--- src/rtl/codec_init_sequencer.sv ---
// codec_init_sequencer: walks a fixed codec register-write table through an I2C master after reset,
// retrying NACKed or timed-out writes and flagging init_done or init_error.
module codec_init_sequencer #(
  parameter logic [6:0] DEV_ADDR = 7'h1A,
  parameter int NUM_REGS = 11,
  parameter int STARTUP_CYCLES = 1000,
  parameter int GAP_CYCLES = 200,
  parameter int MAX_RETRY = 3,
  parameter int TIMEOUT_CYCLES = 4095
) (
  input  logic       clock,
  input  logic       reset,
  input  logic       start,
  input  logic       i2c_we,
  input  logic [1:0] i2c_status,
  output logic [8:0] device_address,
  output logic [7:0] reg_address,
  output logic [7:0] data_out,
  output logic [3:0] index,
  output logic       init_done,
  output logic       init_error
);
  localparam int CMAX = STARTUP_CYCLES > TIMEOUT_CYCLES
    ? (STARTUP_CYCLES > GAP_CYCLES ? STARTUP_CYCLES : GAP_CYCLES)
    : (TIMEOUT_CYCLES > GAP_CYCLES ? TIMEOUT_CYCLES : GAP_CYCLES);
  localparam int CW = $clog2(CMAX + 1);
  localparam int RW = $clog2(MAX_RETRY + 2);
  typedef enum logic [2:0] {STARTUP, LOAD, REQ, WAIT, RETRYCHK, GAP, DONE, ERROR} state_t;
  state_t state;
  logic [CW-1:0] cnt;
  logic [RW-1:0] retry;
  logic [4:0] idx;
  logic req;
  logic [15:0] word;
  assign device_address = {req, DEV_ADDR, 1'b0};
  assign index = idx[3:0];
  always_comb begin
    word = 16'h0000;
    case (idx)
      5'd0: word = 16'h1E00;
      5'd1: word = 16'h0017;
      5'd2: word = 16'h0217;
      5'd3: word = 16'h0479;
      5'd4: word = 16'h0679;
      5'd5: word = 16'h0812;
      5'd6: word = 16'h0A00;
      5'd7: word = 16'h0C00;
      5'd8: word = 16'h0E02;
      5'd9: word = 16'h1000;
      5'd10: word = 16'h1201;
      default: word = 16'h0000;
    endcase
  end
  // one shared counter: free-runs by default and is cleared on every state change
  always_ff @(posedge clock) begin
    if (reset) begin
      state <= STARTUP;
      cnt <= '0;
      retry <= '0;
      idx <= '0;
      req <= 1'b0;
      reg_address <= '0;
      data_out <= '0;
      init_done <= 1'b0;
      init_error <= 1'b0;
    end else begin
      cnt <= cnt + 1'b1;
      case (state)
        STARTUP: if (cnt == CW'(STARTUP_CYCLES)) begin
          state <= LOAD;
          cnt <= '0;
        end
        LOAD: begin
          reg_address <= word[15:8];
          data_out <= word[7:0];
          req <= 1'b1;
          state <= REQ;
          cnt <= '0;
        end
        REQ: if (i2c_status[0]) begin
          req <= 1'b0;
          state <= WAIT;
          cnt <= '0;
        end
        WAIT: if (i2c_we) begin
          cnt <= '0;
          if (i2c_status[1]) state <= RETRYCHK;
          else begin
            idx <= idx + 5'd1;
            retry <= '0;
            state <= GAP;
          end
        end else if (cnt == CW'(TIMEOUT_CYCLES - 1)) begin
          state <= RETRYCHK;
          cnt <= '0;
        end
        RETRYCHK: begin
          cnt <= '0;
          if (retry < RW'(MAX_RETRY)) begin
            retry <= retry + 1'b1;
            state <= GAP;
          end else begin
            init_error <= 1'b1;
            state <= ERROR;
          end
        end
        GAP: if (cnt == CW'(GAP_CYCLES - 1)) begin
          cnt <= '0;
          if (idx == 5'(NUM_REGS)) begin
            init_done <= 1'b1;
            state <= DONE;
          end else state <= LOAD;
        end
        DONE, ERROR: begin
          cnt <= '0;
          if (start) begin
            idx <= '0;
            retry <= '0;
            init_done <= 1'b0;
            init_error <= 1'b0;
            state <= LOAD;
          end
        end
      endcase
    end
  end
endmodule

--- config.mk ---
export PLATFORM = sky130hd
export DESIGN_NAME = codec_init_sequencer
export DESIGN_NICKNAME = d
export VERILOG_FILES = /design/src/rtl/codec_init_sequencer.sv
export SDC_FILE = /design/constraint.sdc
export NUM_CORES = 1
export LEC_CHECK = 0
export BUFFER_PORTS_ARGS = -buffer_cell sky130_fd_sc_hd__clkbuf_2
export CAP_MARGIN = 20
export CELL_PAD_IN_SITES_DETAIL_PLACEMENT = 1
export CELL_PAD_IN_SITES_GLOBAL_PLACEMENT = 1
export CORE_ASPECT_RATIO = 0.6
export CORE_MARGIN = 2
export CORE_UTILIZATION = 40
export DETAILED_ROUTE_END_ITERATION = 8
export GPL_ROUTABILITY_DRIVEN = 0
export GPL_TIMING_DRIVEN = 0
export HOLD_SLACK_MARGIN = 0.08
export PLACE_DENSITY_LB_ADDON = 0.1
export RECOVER_POWER = 50
export REMOVE_ABC_BUFFERS = 1
export SYNTH_ARGS = -nofsm -noshare
export SYNTH_HDL_FRONTEND = slang
export SYNTH_SLANG_ARGS = --single-unit
--- constraint.sdc ---
create_clock -name clock -period 3 [get_ports clock]
set_clock_uncertainty 0.2 [all_clocks]
set_input_delay 0.6 -clock clock [delete_from_list [all_inputs] [get_ports clock]]
set_output_delay 0.6 -clock clock [all_outputs]
set_load 0.02 [all_outputs]
==> metrics.md, run 1 <==
| Metric | Value |
|---|---|
| Overflow after GRT | `0` |
| DPL Wire Length | `4.31 mm` |
| Leak Pwr | `approximately 0.96 nW` |
| Core Box Area | `about 5700 µm²` |
| Die extent in y | `64.0 µm` |
| Max Freq | `approximately 360 MHz` |
| 1st-pass router iterations | `5` |
| I/O pin count | `37` |
| Fin worst setup slack | `0.201 ns` |
| Clock Power Share | `roughly 33%` |
| Largest net degree at the start of global routing | `23` |
| Final antenna-violating net count | `0` |
| Dpl cells | `370` |
| Met2 usage | `between 20% and 30%` |
| Post-Layout Cell Count | `between 300 and 400` |
| Post-synth EDFFs | `0` |
| Switch Pwr | `between 0.4 and 0.5 mW` |
| Clock transition at path regs | `roughly 0.090 ns` |
| FF/Latch Area | `just under 900 µm²` |
| Max Slew Vio Count | `0` |
| Area delta synth->final | `7.82%` |
| Max-cap violations | `0` |
| Initial core utilization | `42.3%` |
| DIE AREA | `around 6700 µm²` |
| Worst hold path type | `reg2reg` |
| Final Hold Vio Count | `0` |
| Die X-Extent | `104 µm` |
| CP Max Fanout | `17` |
| Vias/cell | `roughly 5.2` |
| Place WS | `-0.187 ns` |
| Drt initial violations | `around 110` |
| Pwr Density | `between 500 and 600 nW/µm²` |
| Cell Area, Synth | `around 2400 µm²` |
| Critical Path End Type | `flop` |
| Critical path type | `reg2reg` |
| Warnings from Yosys | `0` |
| Outcome | `finished clean` |
| Root Buffer | `clkbuf_8` |
| Tcrit/Tclk final | `93.3%` |
| Final Util | `~46%` |
| Yosys reg bits | `44` |
| Startpoint types | `flop` |
| Global-route wire length before repair | `9.63 mm` |
| Commonest non-fill, non-tap cell in the layout | `dfxtp_1` |
| H-tree levels | `2` |
| M1 GR Usage | `28.6%` |
| Final Setup Violations | `0` |
| Wire per inst | `between 15 and 20 µm` |
| Seq/Total Area, Yosys | `36.7%` |
| Tightest Pin Transition | `0.634 ns` |
| Switching Share | `a little under a third` |
| Cell row count | `21` |
| Gate Count Post-Synth | `286` |
| Seq pwr share | `a little under half` |
| Combinational fraction of design power | `between 10% and 20%` |
| Worst Path Required | `2.98 ns` |
| TritonCTS clock tree | `built` |
| Antenna Cells | `0` |
| Worst-Skew Late Latency | `0.29 ns` |
| Number of global-route vias before repair | `around 1,900` |
| Worst slew margin | `a little under three fifths` |
| GR Util All Layers | `between 10% and 20%` |
| Port bufs | `23` |
| RSZ-0062 raised after global routing | `false` |
| Sink Count | `44` |
| Commonest non-fill, non-tap cells in the layout | `dfxtp_1 (41), nor2_1 (39), nand2_1 (23)` |
| Post-synth ARST share | `0%` |
| Peak VDD IR | `200 µV` |
| Nets | `~310` |
| CTS buffer count | `5` |
| Routed Wire Length | `5.76 mm` |
| Mean area per synthesized cell | `8.39 µm²` |
| Routed via count | `1,957` |
| Post-CTS Setup Inserts | `0` |
| Clock buffer depth | `2` |
| Met3 Usage GRT | `under 10%` |
| Distinct cell type count after synthesis | `54` |
| Post-synth top flop | `dfxtp_1` |
| DRC | `0` |
| Initial antenna violation count | `0` |
| Arrival time worst endpoint | `~2.8 ns` |
| Share of cells above drive strength 1 | `about a tenth` |
| FILL cells | `711` |
| Fin crit period | `2.80 ns` |
| Most used routing layer | `met1` |
| P_int | `about 0.99 mW` |
| Area of the multi-input gates | `between 1000 and 1500 µm²` |
-- layout make-up --
class,instances,share of cell area [%]
clock inverters,2,1.50
clock buffers,6,3.19
well taps,80,3.87
flip-flops and latches,44,34.2
multi-input cells,212,51.9
inverters,10,1.45
repair buffers,24,3.87
-- cells by family after synthesis --
logic type	Yosys count	synth area share [%]
and+or+nand+nor	121	26.5
DFF	44	36.7
AOI/OAI and AO/OA	51	15.0
adders and majority gates	10	5.21
buffers and inverters	41	9.65
muxes	7	2.97
other	2	0.313
xor gates and xnor gates	10	3.65
-- layer usage --
layer / share of wire [%] / routed length (µm)
met2: 37 / 2150
met4: 0.33 / 19
met3: 4.6 / 262
met5: 0 / 0
met1: 58 / 3320
-- critical path: stages, from the launching register on --
cell and delay, ns:
dfxtp_2 0.54, nand3b_1 0.29, or4_1 0.58, a31oi_1 0.35, inv_1 0.15, ha_1 0.25
nor2b_1 0.13, nor2_1 0.11, mux2i_1 0.08
-- path summary, 6_finish.rpt --
| kind | startpoint | end | slack [ns] | cells past startpoint |
|---|---|---|---|---|
| worst min register to register | data_out[4]$_SDFFE_PP0P_ | data_out[4]$_SDFFE_PP0P_ | 0.26 | 2 |
| worst min-delay path | data_out[4]$_SDFFE_PP0P_ | data_out[4]$_SDFFE_PP0P_ | 0.26 | 2 |
| worst max register to register | state[1]$_SDFFE_PP0P_ | flop | 0.20 | 8 |
| worst max-delay path | state[1]$_SDFFE_PP0P_ | flop | 0.20 | 8 |
-- cells in the mapped netlist, types with 3 or more instances --
library cell | instances | area share, %
inv_1 | 9 | 1.4
nand4_1 | 3 | 0.78
nand2_1 | 23 | 3.6
a31oi_1 | 5 | 1.3
nand3_1 | 11 | 2.3
a21oi_1 | 20 | 4.2
nand2b_1 | 7 | 1.8
a211oi_1 | 4 | 1.3
clkbuf_1 | 7 | 1.1
o21ai_0 | 3 | 0.63
nor3_1 | 6 | 1.3
xor2_1 | 5 | 1.8
or4_1 | 3 | 0.94
nor2b_1 | 4 | 1.0
nand3b_1 | 10 | 3.1
ha_1 | 10 | 5.2
buf_4 | 20 | 6.3
xnor2_1 | 5 | 1.8
dfxtp_1 | 44 | 37
nor2_1 | 39 | 6.1
mux2i_1 | 6 | 2.5
-- power groups by stage --
stage               Combinational (mW)  Clock (mW)  Sequential, mW
CTS                              0.286       0.496           0.671
finish                           0.280       0.478           0.673
global placement                 0.271           0           0.682
detailed placement               0.284           0           0.684
floorplan                        0.173           0           0.699
global route                     0.316       0.521           0.679
-- metrics by stage --
| stage | cell area, µm² | TNS, ns | total power, mW | hold WS (ns) |
|---|---|---|---|---|
| final | 2590 | 0 | 1.43 | 0.256 |
| after detailed placement | 2470 | -0.894 | 0.968 | 0.244 |
| after global routing | 2590 | 0 | 1.52 | 0.296 |
| after floorplan | 2250 | 0 | 0.872 | 0.230 |
| after global placement | 2460 | -0.676 | 0.953 | 0.241 |
| after CTS | 2590 | 0 | 1.45 | 0.257 |
-- repair_timing --
action	4_1_cts	5_1_grt
resized for setup	2	4
hold buffers	0	0
setup endpoints to repair	7	8
Note: power is estimated with default switching activity, not from simulation.
==> inputs of run 2 (changes only) <==
--- a/config.mk
+++ b/config.mk
@@ -16,7 +16,7 @@
 export GPL_ROUTABILITY_DRIVEN = 0
 export GPL_TIMING_DRIVEN = 0
 export HOLD_SLACK_MARGIN = 0.08
-export PLACE_DENSITY_LB_ADDON = 0.1
+export PLACE_DENSITY = 0.77
 export RECOVER_POWER = 50
 export REMOVE_ABC_BUFFERS = 1
 export SYNTH_ARGS = -nofsm -noshare
==> run 2 against run 1 <==
  * Count of clock-buffer cells in the layout shrank 1
  * Sequential power barely moved
  * Largest power group unchanged
  * Cell count unchanged
  * Highest routed layer unchanged
  * Die area is the same
  * First-iteration DRC count down 17%
  * Largest cell class unchanged
  * Combinational power hardly changed
  * Global-route usage increased by 0.11 points
==> metrics.md, run 2 (synthesis results as in run 1) <==
| Metric | Value |
|---|---|
| Outcome | `finished clean` |
| Worst Path Required | `3.00 ns (+0.02 ns)` |
| FILL cells | `722 (+1.5%)` |
| Buffers & Inverters on Critical Path | `1 (unchanged)` |
| Die X-Extent | `104 µm (unchanged)` |
| Met2 usage | `25.9% (+1.6 points)` |
| Final antenna-violating net count | `0 (unchanged)` |
| Leak Pwr | `0.947 nW (-0.94%)` |
| Fin crit period | `2.75 ns (-0.0524 ns)` |
| Vias/cell | `5.29 (+2.1%)` |
| R2r worst-path depth | `9 (+1)` |
| Switch Pwr | `0.446 mW (+0.83%)` |
| Post-CTS Setup Inserts | `0 (unchanged)` |
| Sink Count | `44 (unchanged)` |
| Antenna Cells | `0 (unchanged)` |
| Share of cells above drive strength 1 | `9.73% (unchanged)` |
| Tightest Pin Transition | `0.528 ns (-0.106 ns)` |
| Worst Setup SP | `state[2]$_SDFFE_PP0P_` |
| Largest net degree at the start of global routing | `23 (unchanged)` |
| CTS buffer count | `5 (unchanged)` |
| CP Depth | `9 (+1)` |
| Max Slew Vio Count | `0 (unchanged)` |
| Clock buffer depth | `2 (unchanged)` |
| Post-Layout Cell Count | `378 (unchanged)` |
| Reg-to-reg slack, setup | `0.25 ns (+0.05 ns)` |
| Place WS | `-0.169 ns (+0.0188 ns)` |
| Commonest non-fill, non-tap cells in the layout | `dfxtp_1 (41), nor2_1 (39), nand2_1 (23)` |
| Critical path cell sequence | `ha_2, nor2b_2, a22oi_1, a31oi_1, inv_1, ha_1, nor2b_1, nor2_1, mux2i_1` |
| Routed Wire Length | `5.68 mm (-1.3%)` |
| Startpoint types | `flop` |
| Most used routing layer | `met1` |
| Commonest non-fill, non-tap cell in the layout | `dfxtp_1` |
| CP Max Fanout | `17 (unchanged)` |
| Worst-Skew Late Latency | `0.30 ns (about the same)` |
| Max-cap violations | `0 (unchanged)` |
| P_int | `0.962 mW (-2.6%)` |
| Met3 Usage GRT | `3.57% (-0.82 points)` |
| Die extent in y | `64.0 µm (unchanged)` |
| Nets | `313 (unchanged)` |
| Initial antenna violation count | `0 (unchanged)` |
| Global-route wire length before repair | `9.60 mm (-0.29%)` |
| Hold-fix buffers, CTS | `0 (unchanged)` |
| Port bufs | `23 (unchanged)` |
| Pwr Total | `1.41 mW (-1.6%)` |
| Dpl cells | `369 (-0.27%)` |
| DRC | `0 (unchanged)` |
| Peak VDD IR | `180 µV (-10%)` |
| Final Hold Vio Count | `0 (unchanged)` |
| Cell row count | `21 (unchanged)` |
| Switching Share | `31.7% (+0.75 points)` |
| Drt initial violations | `87 (-17%)` |
| 1st-pass router iterations | `4 (-1)` |
| Critical Path End Type | `flop` |
| RSZ-0062 raised after global routing | `false` |
| Fin worst setup slack | `0.253 ns (+0.0524 ns)` |
| Clock Power Share | `32.6% (-0.8 points)` |
| Core Box Area | `5680 µm² (unchanged)` |
| Initial core utilization | `42.3% (unchanged)` |
| Area delta synth->final | `6.99%` |
| CP top delay family | `adder cells` |
| Max Freq | `364 MHz (+1.9%)` |
| Tcrit/Tclk final | `91.6% (-1.7 points)` |
| TritonCTS clock tree | `built` |
| Number of global-route vias before repair | `1,889 (+0.32%)` |
| Critical path type | `reg2reg` |
| DPL Wire Length | `4.16 mm (-3.4%)` |
| I/O pin count | `37 (unchanged)` |
| H-tree levels | `2 (unchanged)` |
| Pwr Density | `548 nW/µm² (-0.79%)` |
| Routed via count | `1,998 (+2.1%)` |
| GR Util All Layers | `18.2% (+0.11 points)` |
| Combinational fraction of design power | `19.7% (+0.2 points)` |
| Arrival time worst endpoint | `2.74 ns (-0.04 ns)` |
| Wire per inst | `15.0 µm (-1.3%)` |
| Worst hold path type | `reg2reg` |
| Root Buffer | `clkbuf_8` |
| Final Setup Violations | `0 (unchanged)` |
| Critical Path Max Stage Delay | `0.52 ns (-0.06 ns)` |
| Overflow after GRT | `0 (unchanged)` |
| Worst slew margin | `64.5% (+7.1 points)` |
| Slowest cell on crit path | `dfxtp_2` |
| DIE AREA | `6660 µm² (unchanged)` |
| Seq pwr share | `47.7% (+0.7 points)` |
| Worst r2r src | `state[2]$_SDFFE_PP0P_` |
| M1 GR Usage | `27.3% (-1.3 points)` |
| Clock transition at path regs | `0.09 ns (about the same)` |
run 2: area by class of cell:
type / instances / area (µm²) / area share (%)
multi-input combinational: 212 / 1330 / 51.9
sequential: 44 / 885 / 34.5
timing repair buffer: 24 / 100 / 3.90
tap: 80 / 100 / 3.90
clock buffer: 5 / 68.8 / 2.68
clock inverter: 3 / 42.5 / 1.66
inverter: 10 / 37.5 / 1.46
run 2: routing by layer:
| metal | vias up | wire length [µm] |
|---|---|---|
| met1 | 952 | 3030 |
| met2 | 51 | 2270 |
| met4 | 0 | 72 |
| met3 | 8 | 314 |
| li1 | 987 | - |
| met5 | - | 0 |
run 2: how the worst min path moves through the flow:
| stage | startpoint | endpoint | slack (ns) | depth (start not counted) |
|---|---|---|---|---|
| 6_report | reg_address[4]$_SDFFE_PP0P_ | reg_address[4]$_SDFFE_PP0P_ | 0.26 | 2 |
| 2_1_floorplan | cnt[0]$_SDFF_PP0_ | cnt[0]$_SDFF_PP0_ | 0.23 | 1 |
| 5_1_grt | data_out[4]$_SDFFE_PP0P_ | data_out[4]$_SDFFE_PP0P_ | 0.29 | 2 |
| 4_1_cts | reg_address[4]$_SDFFE_PP0P_ | reg_address[4]$_SDFFE_PP0P_ | 0.26 | 2 |
| 3_5_place_dp | reg_address[4]$_SDFFE_PP0P_ | reg_address[4]$_SDFFE_PP0P_ | 0.24 | 2 |
| 3_3_place_gp | reg_address[2]$_SDFFE_PP0P_ | reg_address[2]$_SDFFE_PP0P_ | 0.24 | 2 |
run 2: repair_timing:
item,in CTS,in global routing
cloned,0,0
pin swaps,0,0
gates resized for setup,2,3
setup endpoints to repair,7,7
run 2: worst register-to-register path: cells and delay by family (launching register included):
kind / cells / cell delay, ns
simple gates: 3 / 0.57
mux: 1 / 0.07
buf+inv: 1 / 0.15
fa+ha+maj: 2 / 0.65
compound gates: 2 / 0.47
flops: 1 / 0.52
run 2: power groups by stage:
stage	Sequential (mW)	Clock, mW	Combinational (mW)
6_report	0.671	0.459	0.278
5_1_grt	0.678	0.502	0.314
4_1_cts	0.669	0.471	0.279
3_5_place_dp	0.683	0	0.271
3_3_place_gp	0.681	0	0.265
2_1_floorplan	0.699	0	0.173
run 2: through the flow:
step	TNS [ns]	instance area, µm²	hold slack, ns	util [%]
after floorplan	0	2250	0.230	-
after global placement	-0.355	2460	0.241	43.4
after detailed placement	-0.594	2460	0.244	43.4
after CTS	0	2580	0.255	45.4
after global routing	0	2570	0.286	45.2
final	0	2570	0.255	45.2
